$ cat config.mk
export PLATFORM = sky130hd
export DESIGN_NAME = uart_rx
export DESIGN_NICKNAME = d
export VERILOG_FILES = /design/src/rtl/uart_rx.sv
export SDC_FILE = /design/constraint.sdc
export NUM_CORES = 1
export LEC_CHECK = 0
export CORE_MARGIN = 1
export CORE_UTILIZATION = 50
export DETAILED_ROUTE_END_ITERATION = 10
export MAX_ROUTING_LAYER = met4
export PLACE_DENSITY = 0.79
export SLEW_MARGIN = 0
export SYNTH_ARGS = -nofsm -noshare
export SYNTH_HDL_FRONTEND = slang
export SYNTH_SLANG_ARGS = --single-unit
$ cat constraint.sdc
create_clock -name clk_125MHz -period 3.3 [get_ports clk_125MHz]
set_input_delay 0.495 -clock clk_125MHz [delete_from_list [all_inputs] [get_ports clk_125MHz]]
set_output_delay 0.495 -clock clk_125MHz [all_outputs]
set_load 0.02 [all_outputs]
$ cat src/rtl/uart_rx.sv
// uart_rx: 8N1 UART receiver with mid-bit sampling and a valid/ack byte holding register.
//
// State table:
//   state   | meaning
//   IDLE    | line idle, waiting for a falling edge on rx_s
//   START   | counting to the middle of the start bit to confirm it
//   DATA    | sampling 8 data bits, LSB first, one per bit period
//   STOP    | sampling the stop bit; high completes the byte, low is a framing error
//   BREAK   | line held low after a framing error; wait for it to return high
//
// Ports:
//   clk_125MHz  in   system clock, the only clock
//   rst         in   asynchronous active-high reset
//   rx          in   serial line (asynchronous, idles high)
//   rx_d        out  received byte, valid while rx_valid is high
//   rx_valid    out  byte available, held until rx_ack
//   rx_ack      in   consumer accepts the byte (only effective while rx_valid)
//   frame_err   out  one-cycle pulse when the stop bit is sampled low
//   overrun     out  one-cycle pulse when a byte completes while the previous one is unacknowledged
//   busy        out  high whenever the receiver is not in IDLE
module uart_rx #(
  parameter int CLK_PER_BIT = 1086,
  parameter int HALF_BIT    = CLK_PER_BIT / 2
) (
  input  logic       clk_125MHz,
  input  logic       rst,
  input  logic       rx,
  output logic [7:0] rx_d,
  output logic       rx_valid,
  input  logic       rx_ack,
  output logic       frame_err,
  output logic       overrun,
  output logic       busy
);

  typedef enum logic [2:0] {
    S_IDLE,
    S_START,
    S_DATA,
    S_STOP,
    S_BREAK
  } state_t;

  localparam logic [15:0] HALF_LIM = 16'(HALF_BIT - 1);
  localparam logic [15:0] BIT_LIM  = 16'(CLK_PER_BIT - 1);

  logic        rx_meta_q, rx_s_q;
  state_t      state_q, state_d;
  logic [15:0] cnt_q, cnt_d;
  logic [2:0]  bit_idx_q, bit_idx_d;
  logic [7:0]  shift_q, shift_d;
  logic [7:0]  data_q, data_d;
  logic        valid_q, valid_d;
  logic        frame_err_q, frame_err_d;
  logic        overrun_q, overrun_d;
  logic        byte_done;

  // Two-flop synchronizer; resets to the idle (high) line level so a reset
  // never looks like a start edge.
  always_ff @(posedge clk_125MHz or posedge rst) begin
    if (rst) begin
      rx_meta_q <= 1'b1;
      rx_s_q    <= 1'b1;
    end else begin
      rx_meta_q <= rx;
      rx_s_q    <= rx_meta_q;
    end
  end

  always_ff @(posedge clk_125MHz or posedge rst) begin
    if (rst) begin
      state_q <= S_IDLE;
    end else begin
      state_q <= state_d;
    end
  end

  always_ff @(posedge clk_125MHz or posedge rst) begin
    if (rst) begin
      cnt_q       <= '0;
      bit_idx_q   <= '0;
      shift_q     <= '0;
      data_q      <= '0;
      valid_q     <= 1'b0;
      frame_err_q <= 1'b0;
      overrun_q   <= 1'b0;
    end else begin
      cnt_q       <= cnt_d;
      bit_idx_q   <= bit_idx_d;
      shift_q     <= shift_d;
      data_q      <= data_d;
      valid_q     <= valid_d;
      frame_err_q <= frame_err_d;
      overrun_q   <= overrun_d;
    end
  end

  always_comb begin
    state_d     = state_q;
    cnt_d       = cnt_q + 16'd1;
    bit_idx_d   = bit_idx_q;
    shift_d     = shift_q;
    data_d      = data_q;
    valid_d     = valid_q;
    frame_err_d = 1'b0;
    overrun_d   = 1'b0;
    byte_done   = 1'b0;

    case (state_q)
      S_IDLE: begin
        cnt_d = '0;
        if (!rx_s_q) state_d = S_START;
      end
      S_START: begin
        if (cnt_q == HALF_LIM) begin
          cnt_d = '0;
          if (!rx_s_q) begin
            state_d   = S_DATA;
            bit_idx_d = '0;
          end else begin
            // start bit gone by mid-bit: treat as a glitch
            state_d = S_IDLE;
          end
        end
      end
      S_DATA: begin
        if (cnt_q == BIT_LIM) begin
          cnt_d     = '0;
          shift_d   = {rx_s_q, shift_q[7:1]};
          bit_idx_d = bit_idx_q + 3'd1;
          if (bit_idx_q == 3'd7) state_d = S_STOP;
        end
      end
      S_STOP: begin
        if (cnt_q == BIT_LIM) begin
          cnt_d = '0;
          if (rx_s_q) begin
            byte_done = 1'b1;
            state_d   = S_IDLE;
          end else begin
            frame_err_d = 1'b1;
            state_d     = S_BREAK;
          end
        end
      end
      S_BREAK: begin
        // a held-low line must not decode as a stream of 0x00 frames
        cnt_d = '0;
        if (rx_s_q) state_d = S_IDLE;
      end
      default: begin
        cnt_d   = '0;
        state_d = S_IDLE;
      end
    endcase

    // An ack in the completion cycle frees the register for the new byte.
    if (byte_done) begin
      if (!valid_q || rx_ack) begin
        data_d  = shift_q;
        valid_d = 1'b1;
      end else begin
        overrun_d = 1'b1;
      end
    end else if (rx_ack && valid_q) begin
      valid_d = 1'b0;
    end
  end

  assign rx_d      = data_q;
  assign rx_valid  = valid_q;
  assign frame_err = frame_err_q;
  assign overrun   = overrun_q;
  assign busy      = (state_q != S_IDLE);

endmodule

# Word-level counts from Yosys, hierarchy flattened
# Cells that the tools add are included.
# word_totals
output_inout_bits	12
in_bits	4
regBits	43
word_cells	67
# classes
muxes	27
addsub	2
n_reduce_logical	13
eq_ne	15
# op_table
cell	count
2-to-1 mux 16 bit	2
case mux 16 bit (2 select lines)	1
2-to-1 mux 3 bit	10
adder 16 x 1 -> 16 bit, second input constant	1
== test 16 x 10 -> 1 bit, second input constant	1
== test 16 x 11 -> 1 bit, second input constant	1
case mux 3 bit (5 select lines)	1
inequality test 2 bit, second input constant	7
2-to-1 mux 1 bit	11
== test 3 x 2 -> 1 bit, second input constant	2
== test 3 bit, second input constant	2
case mux 3 bit (2 select lines)	1
AND reduction 2 bit	3
AND reduction 6 bit	1
AND reduction 4 bit	1
nonzero test 2 bit	2
adder 3 x 1 -> 3 bit, second input constant	1
== test 3 x 1 -> 1 bit, second input constant	1
logical NOT 3 bit	1
nonzero test 3 bit	1
2-to-1 mux 2 bit	1
inequality test 2 x 1 -> 1 bit, second input constant	1
OR reduction 2 bit	1
logical AND 1 bit	1
other kinds (2)	2

# Longest topological paths before layout
# Gate-level depths: netlist of the first run.
# logic_depth
word_depth	5
depth_mapped	8

# Least setup slack after synthesis of the first run
# Ideal clock, no wire load.
# synth_path
kind	register to register
startpoint	register cnt_q[8]
endpoint	register data_q[0] (netlist: rx_d[0])
t_arrival_ns	2.295
n_path_buf	1
stages_incl_launch_ff	6
period_less_slack_ns	2.419
setup_slack_ns	0.881
required_ns	3.175
path_cell_list	dfrtp_1 -> or4_4 -> or3b_1 -> buf_6 -> nor4b_4 -> mux2_2
# synth_via
elab_chain_len	4
# synth_rtl
element	line	rtl
from (decl)	49	logic [15:0] cnt_q, cnt_d;
from (signal assigned)	88	cnt_q <= cnt_d;
== test 16 x 11 -> 1 bit	135	if (cnt_q == BIT_LIM) begin
2-to-1 mux 1 bit	135	
2-to-1 mux 1 bit	109	case (state_q)
AND reduction 2 bit (no line)	--	
to (signal assigned)	91	data_q <= data_d;
to (decl)	52	logic [7:0] data_q, data_d;
# Every way passes these cells.
# A chain may end at the register's enable or synchronous reset.

# Final worst setup path of the first run
# layout_path
startpoint	register cnt_q[8]
endpoint	register data_q[3] (netlist: rx_d[3])
# Same word-level chain as after synthesis.

==> results of run 1 <==
-- cell families after synthesis --
kind of cell / Yosys count
xor+xnor: 14
buf+inv: 14
fa+ha+maj: 5
simple gates: 71
flops: 43
compound gates: 13
mux: 17
-- synthesized netlist by cell type (2+ instances only) --
master,count
nor3_1,4
inv_1,8
nand4_1,5
nand2b_1,2
and3_1,2
mux2_2,16
o2bb2ai_1,2
nand2_1,8
ha_1,5
dfstp_2,2
nand3_1,8
xnor2_1,13
nor2b_1,2
nor2_1,24
dfrtp_1,41
clkbuf_1,4
nor4_1,5
or4_4,2
a21oi_1,3
-- per-stage QoR --
| step | hold slack, ns | cell area [um2] |
|---|---|---|
| 6_report | 0.365 | 2310 |
| 5_1_grt | 0.367 | 2310 |
| 4_1_cts | 0.366 | 2310 |
| 3_5_place_dp | 0.353 | 2210 |
| 3_3_place_gp | 0.348 | 2210 |
| 2_1_floorplan | 0.345 | 2020 |
-- registers in the layout (all words and copies together), names as in the netlist, 3 cells and up --
name / count
cnt_q: 16
rx_d: 8
shift_q: 8
bit_idx_q: 3
state_q: 3
-- power by group through the flow --
stage | sequential [mW] | combinational, mW | clock, mW
2_1_floorplan | 0.540 | 0.00942 | 0
3_3_place_gp | 0.541 | 0.0160 | 0
3_5_place_dp | 0.541 | 0.0168 | 0
4_1_cts | 0.530 | 0.0167 | 0.347
5_1_grt | 0.531 | 0.0193 | 0.366
6_report | 0.530 | 0.0159 | 0.337
-- how the worst max path moves through the flow --
stage | end | start | cells after the start
after detailed placement | rx_d[3] | cnt_q[8] | 4
after global routing | rx_d[3] | cnt_q[8] | 4
after CTS | rx_d[3] | cnt_q[8] | 4
after floorplan | rx_d[0] | cnt_q[8] | 5
after global placement | rx_d[6] | cnt_q[8] | 4
final | rx_d[3] | cnt_q[8] | 4
-- layout by cell type, fill, tap and decap left out, drive strengths merged, types with 2 or more instances in the layout --
cell type,netlist,routed
nand4,5,5
ha,5,5
clkdlybuf4s50,0,15
xnor2,13,13
dfrtp,41,41
clkinv,0,2
or3b,2,2
nor4,6,6
clkbuf,4,5
mux2,16,16
or4,3,3
and3,2,2
nor2b,2,2
nand2,8,8
inv,8,8
nor2,24,24
a21oi,3,3
buf,2,2
o2bb2ai,2,2
nor3,4,4
dfstp,2,2
nand2b,2,2
nand3,8,8
-- layout make-up --
cell class                 instances  area, um2  share of cell area [%]
sequential                        43       1080                    46.7
multi-input combinational        120        881                    38.2
timing repair buffer              17        165                    7.15
clock buffer                       5       68.8                    2.98
tap                               48       60.1                    2.60
inverter                           8       30.0                    1.30
clock inverter                     3       25.0                    1.08
-- routing by layer --
layer / vias to the layer above / part of all wire (%) / track usage, %
li1: 658 / - / -
met1: 663 / 45 / 25.7
met2: 24 / 51 / 30.9
met3: 6 / 3.5 / 5.21
met4: 0 / 1.1 / 5.71
met5: - / 0 / -
-- worst register-to-register path: stages, from the launching register on --
cell	delay [ns]
dfrtp_1	0.44
or4_4	0.56
or3b_1	0.56
nor4b_4	0.61
mux2_2	0.41
==> impl_metrics.toml, run 1 <==
[outcome]
status = "finished clean"

[place]
detailed_place_hpwl_mm = 2.56
port_buffers = 15
dp_cells = 236
gp_congestion = 0.884
pre_cts_ws_ns = 0.614

[worst_setup_path]
crit_fanout = 9
critPathSlowestCell = "nor4b_4"
cp-end-kind = "register"
slowest_delay_ns = 0.61
arrival_ns = 2.87
crit_buf_inv = 0
critPathKind = "register to register"
critPathLaunchType = "register"
required_ns = 3.49
worst_r2r_startpoint = "cnt_q[8]"
regToRegSetupSlack_ns = 0.62
critPathTopFamily = "simple AND/OR/NAND/NOR gates"
r2r_cells = 4
r2r_end = "rx_d[3]"
path_cells = "or4_4 -> or3b_1 -> nor4b_4 -> mux2_2"

[sta]
worst_slew_pin_slew_ns = 0.598
fin_crit_sh_pct = 81.2
relSlewSlack_pct = 59.8
max_freq_mhz = 373
fin_crit_ns = 2.68
setup_slack_ns = 0.621
tns_ns = 0
drv_slew = 0
skew_ns = 0.00957
hold_viol_final = 0
finalSetupViolations = 0
grt_setup_unrepaired = "false"

[cts]
cts_max_path_buffers = 2
cts_max_level = 2
ctsResizeCount = 0
postCtsHoldBufs = 0
cts.sinks = 43
clk_latency_ns = 0.30
cts.reportedPaths.clkPinSlew_ns = 0.08
tritoncts = "done"
root_buffer = "clkbuf_8"
cts_setup_buffers = 0
cts_buffers = 5

[layout]
fin_util_pct = 61.2
n_fill_cell = 297
area_growth_syn_to_layout_pct = 14.2
antenna_cells = 0
final_nets = 204
post_layout_nonfiller_instances = 244
drive_gt1_share_pct = 17.3

[power]
seq_power_share_pct = 60.0
p_sw_mw = 0.198
power.total_mw = 0.883
p_sw_share_pct = 22.4
p_per_area_nw_per_um2 = 383
pwr-share-comb_pct = 1.8
ir_drop_mv = 0.320
power.share.clock_pct = 38.2
p_leak_nw = 1.04
cell_internal_pwr_mw = 0.685

[global_routing]
track_usage_pct = 19.9
grt_pass1_wl_mm = 6.11
gr-total-overflow = 0
grt_max_degree = 44
antenna_found_initial = 0
grt_pass1_vias = 1306

[logic_synthesis]
synth_cells = 177
syn-num-nets = 186
ys_seq_area_share_pct = 53.4
synth_area_leaders = "dfrtp_1, mux2_2, xnor2_1"
synth_cell_types = 40
yosys_warnings = 0
synth-compound-area-share_pct = 4.95
syn_avg_cell_area_um2 = 11.4
synth-simple-area-share_pct = 20.1
muxShareOfSynthArea_pct = 9.41
syn_area_um2 = 2020
synth_top_family_by_area = "simple AND/OR/NAND/NOR gates"
async_flop_share_pct = 100
synth_area_leader_cell = "dfrtp_1"
yosys.area_share.adder_pct = 3.10
ys_ff_latch = 43
synth_edf_count = 0
synth-xor-area-share_pct = 6.07
synth_flop_cell = "dfrtp_1"
synth_top_area_share_pct = 50.8

[floorplanning]
row_count = 22
top_level_ports = 16
die_w_um = 65.6
core_area_um2 = 3770
start_util_pct = 53.6
die_y_um = 65.6
dieArea_um2 = 4300

[detailed_routing]
dr.pass1.iters = 5
wl_mm = 3.57
ant_nets = 0
drt_iter0_drc = 90
drc = 0
avgRoutedWirePerCell_um = 14.6
via_count = 1351
viasPerCell = 5.54

[worst_hold_path]
holdCritStartpoint = "rx_meta_q"
whs_path_depth = 0
hp-class = "register to register"
holdPathEnd = "rx_s_q"

[flow_run]
max_cap_viol_count = 0
Note: power is estimated with default switching activity, not from simulation.
==> inputs of run 2 (changes only) <==
==> constraint.sdc (replaced) <==
create_clock -name clk_125MHz -period 2.6 [get_ports clk_125MHz]
set_input_delay 0.39 -clock clk_125MHz [delete_from_list [all_inputs] [get_ports clk_125MHz]]
set_output_delay 0.39 -clock clk_125MHz [all_outputs]
set_load 0.02 [all_outputs]
==> impl_metrics.toml, run 2 (synthesis gave the netlist of run 1 again) <==
[global_routing]
grt_pass1_wl_mm = 6.39
grt_util_met3_pct = 5.21
use_met2_pct = 32.3
grt_max_degree = 44
antenna_found_initial = 0
met1_usage_pct = 26.5
gr-total-overflow = 0
grt_pass1_vias = 1362
grt.busiest_layer = "met2"
track_usage_pct = 20.7

[power]
power.total_mw = 1.13
p_leak_nw = 1.07
p_per_area_nw_per_um2 = 485
cell_internal_pwr_mw = 0.875
seq_power_share_pct = 59.3
power.share.clock_pct = 38.9
ir_drop_mv = 0.449
pwr-share-comb_pct = 1.8
p_sw_share_pct = 22.9
p_sw_mw = 0.260

[sta]
fin_crit_ns = 2.40
tns_ns = 0
drv_slew = 0
hold_slack_ns = 0.359
finalSetupViolations = 0
relSlewSlack_pct = 66.0
max_freq_mhz = 417
grt_setup_unrepaired = "false"
skew_ns = 0.00801
hold_viol_final = 0
worst_slew_pin_slew_ns = 0.510
fin_crit_sh_pct = 92.2

[cts]
postCtsHoldBufs = 0
cts.sinks = 43
clk_latency_ns = 0.30
root_buffer = "clkbuf_8"
cts_setup_buffers = 0
cts_buffers = 5
cts.reportedPaths.clkPinSlew_ns = 0.09
cts_max_path_buffers = 2
cts_max_level = 2
tritoncts = "done"
ctsResizeCount = 0

[place]
detailed_place_hpwl_mm = 2.66
port_buffers = 15
gp_congestion = 0.832

[worst_hold_path]
hp-class = "register to register"

[detailed_routing]
via_count = 1384
dr.pass1.iters = 4
ant_nets = 0
drt_iter0_drc = 81
viasPerCell = 5.58
drc = 0
avgRoutedWirePerCell_um = 15.0
wl_mm = 3.71

[layout]
fin_util_pct = 62.0
regMostFlops = "cnt_q"
most-common-layout-cells = "dfrtp_1, nor2_1, mux2_2"
drive_gt1_share_pct = 19.0
area_growth_syn_to_layout_pct = 15.8
antenna_cells = 0
largest_reg_flops = 16
n_fill_cell = 295
final_common_cell = "dfrtp_1"
final_nets = 208

[worst_setup_path]
slowest_delay_ns = 0.54
critPathKind = "register to register"
path_cells = "or4_4 -> or3b_1 -> nor4b_4 -> buf_4 -> mux2_2"
critPathLaunchType = "register"
arrival_ns = 2.59
required_ns = 2.79
critPathSlowestCell = "or4_4"
cp-end-kind = "register"
crit_fanout = 8

[floorplanning]
die_y_um = 65.6
core_area_um2 = 3770
start_util_pct = 53.6
dieArea_um2 = 4300
row_count = 22
die_w_um = 65.6
top_level_ports = 16

[flow_run]
max_cap_viol_count = 0

[outcome]
status = "finished clean"
## run 2: final timing paths
check / startpoint / slack, ns / cells past startpoint / end
hold / removal: rx_meta_q / 0.36 / 0 / rx_s_q
min in group asynchronous: rst / 0.52 / 3 / shift_q[5]
setup / recovery: cnt_q[13] / 0.20 / 5 / rx_d[3]
max in group asynchronous: rst / 1.72 / 3 / rx_s_q
setup reg to reg: cnt_q[13] / 0.20 / 5 / rx_d[3]
hold reg to reg: rx_meta_q / 0.36 / 0 / rx_s_q
## run 2: layout make-up
class | count | area, um2 | area share [%]
multi-input combinational | 120 | 881 | 37.6
sequential | 43 | 1080 | 46.1
inverter | 8 | 30.0 | 1.28
tap | 48 | 60.1 | 2.57
clock inverter | 3 | 26.3 | 1.12
timing repair buffer | 21 | 195 | 8.34
clock buffer | 5 | 68.8 | 2.94
## run 2: per-stage QoR
stage,setup WS (ns),instances,cell area (um2)
after global routing,0.116,248,2340
final,0.203,248,2340
after CTS,0.194,248,2340
after floorplan,0.181,177,2020
after global placement,0.265,240,2240
after detailed placement,0.212,240,2240
## run 2: metal layers
metal	part of all wire, %	wire length, um
met4	1.5	55
met1	46	1710
met5	0	0
met3	3.7	136
met2	49	1810
## run 2: worst max-delay path: cells and delay by family (launching register included)
kind                   cells  cell delay [ns]
buffers and inverters      1             0.21
flip-flops                 1             0.42
multiplexers               1             0.35
AND/OR/NAND/NOR            3             1.31
## run 2: power groups by stage
stage          Combinational [mW]  Sequential [mW]  Clock [mW]
2_1_floorplan              0.0120            0.686           0
3_3_place_gp               0.0204            0.686           0
3_5_place_dp               0.0212            0.686           0
4_1_cts                    0.0213            0.673       0.458
5_1_grt                    0.0236            0.673       0.477
6_report                   0.0200            0.673       0.442
==> inputs of run 3 (changes only) <==
--- a/config.mk
+++ b/config.mk
@@ -5,6 +5,7 @@
 export SDC_FILE = /design/constraint.sdc
 export NUM_CORES = 1
 export LEC_CHECK = 0
+export CAP_MARGIN = 40
 export CORE_MARGIN = 1
 export CORE_UTILIZATION = 50
 export DETAILED_ROUTE_END_ITERATION = 10
==> results of run 3 <==
Same layout as run 2: the final DEF is identical, and so are final timing and power.
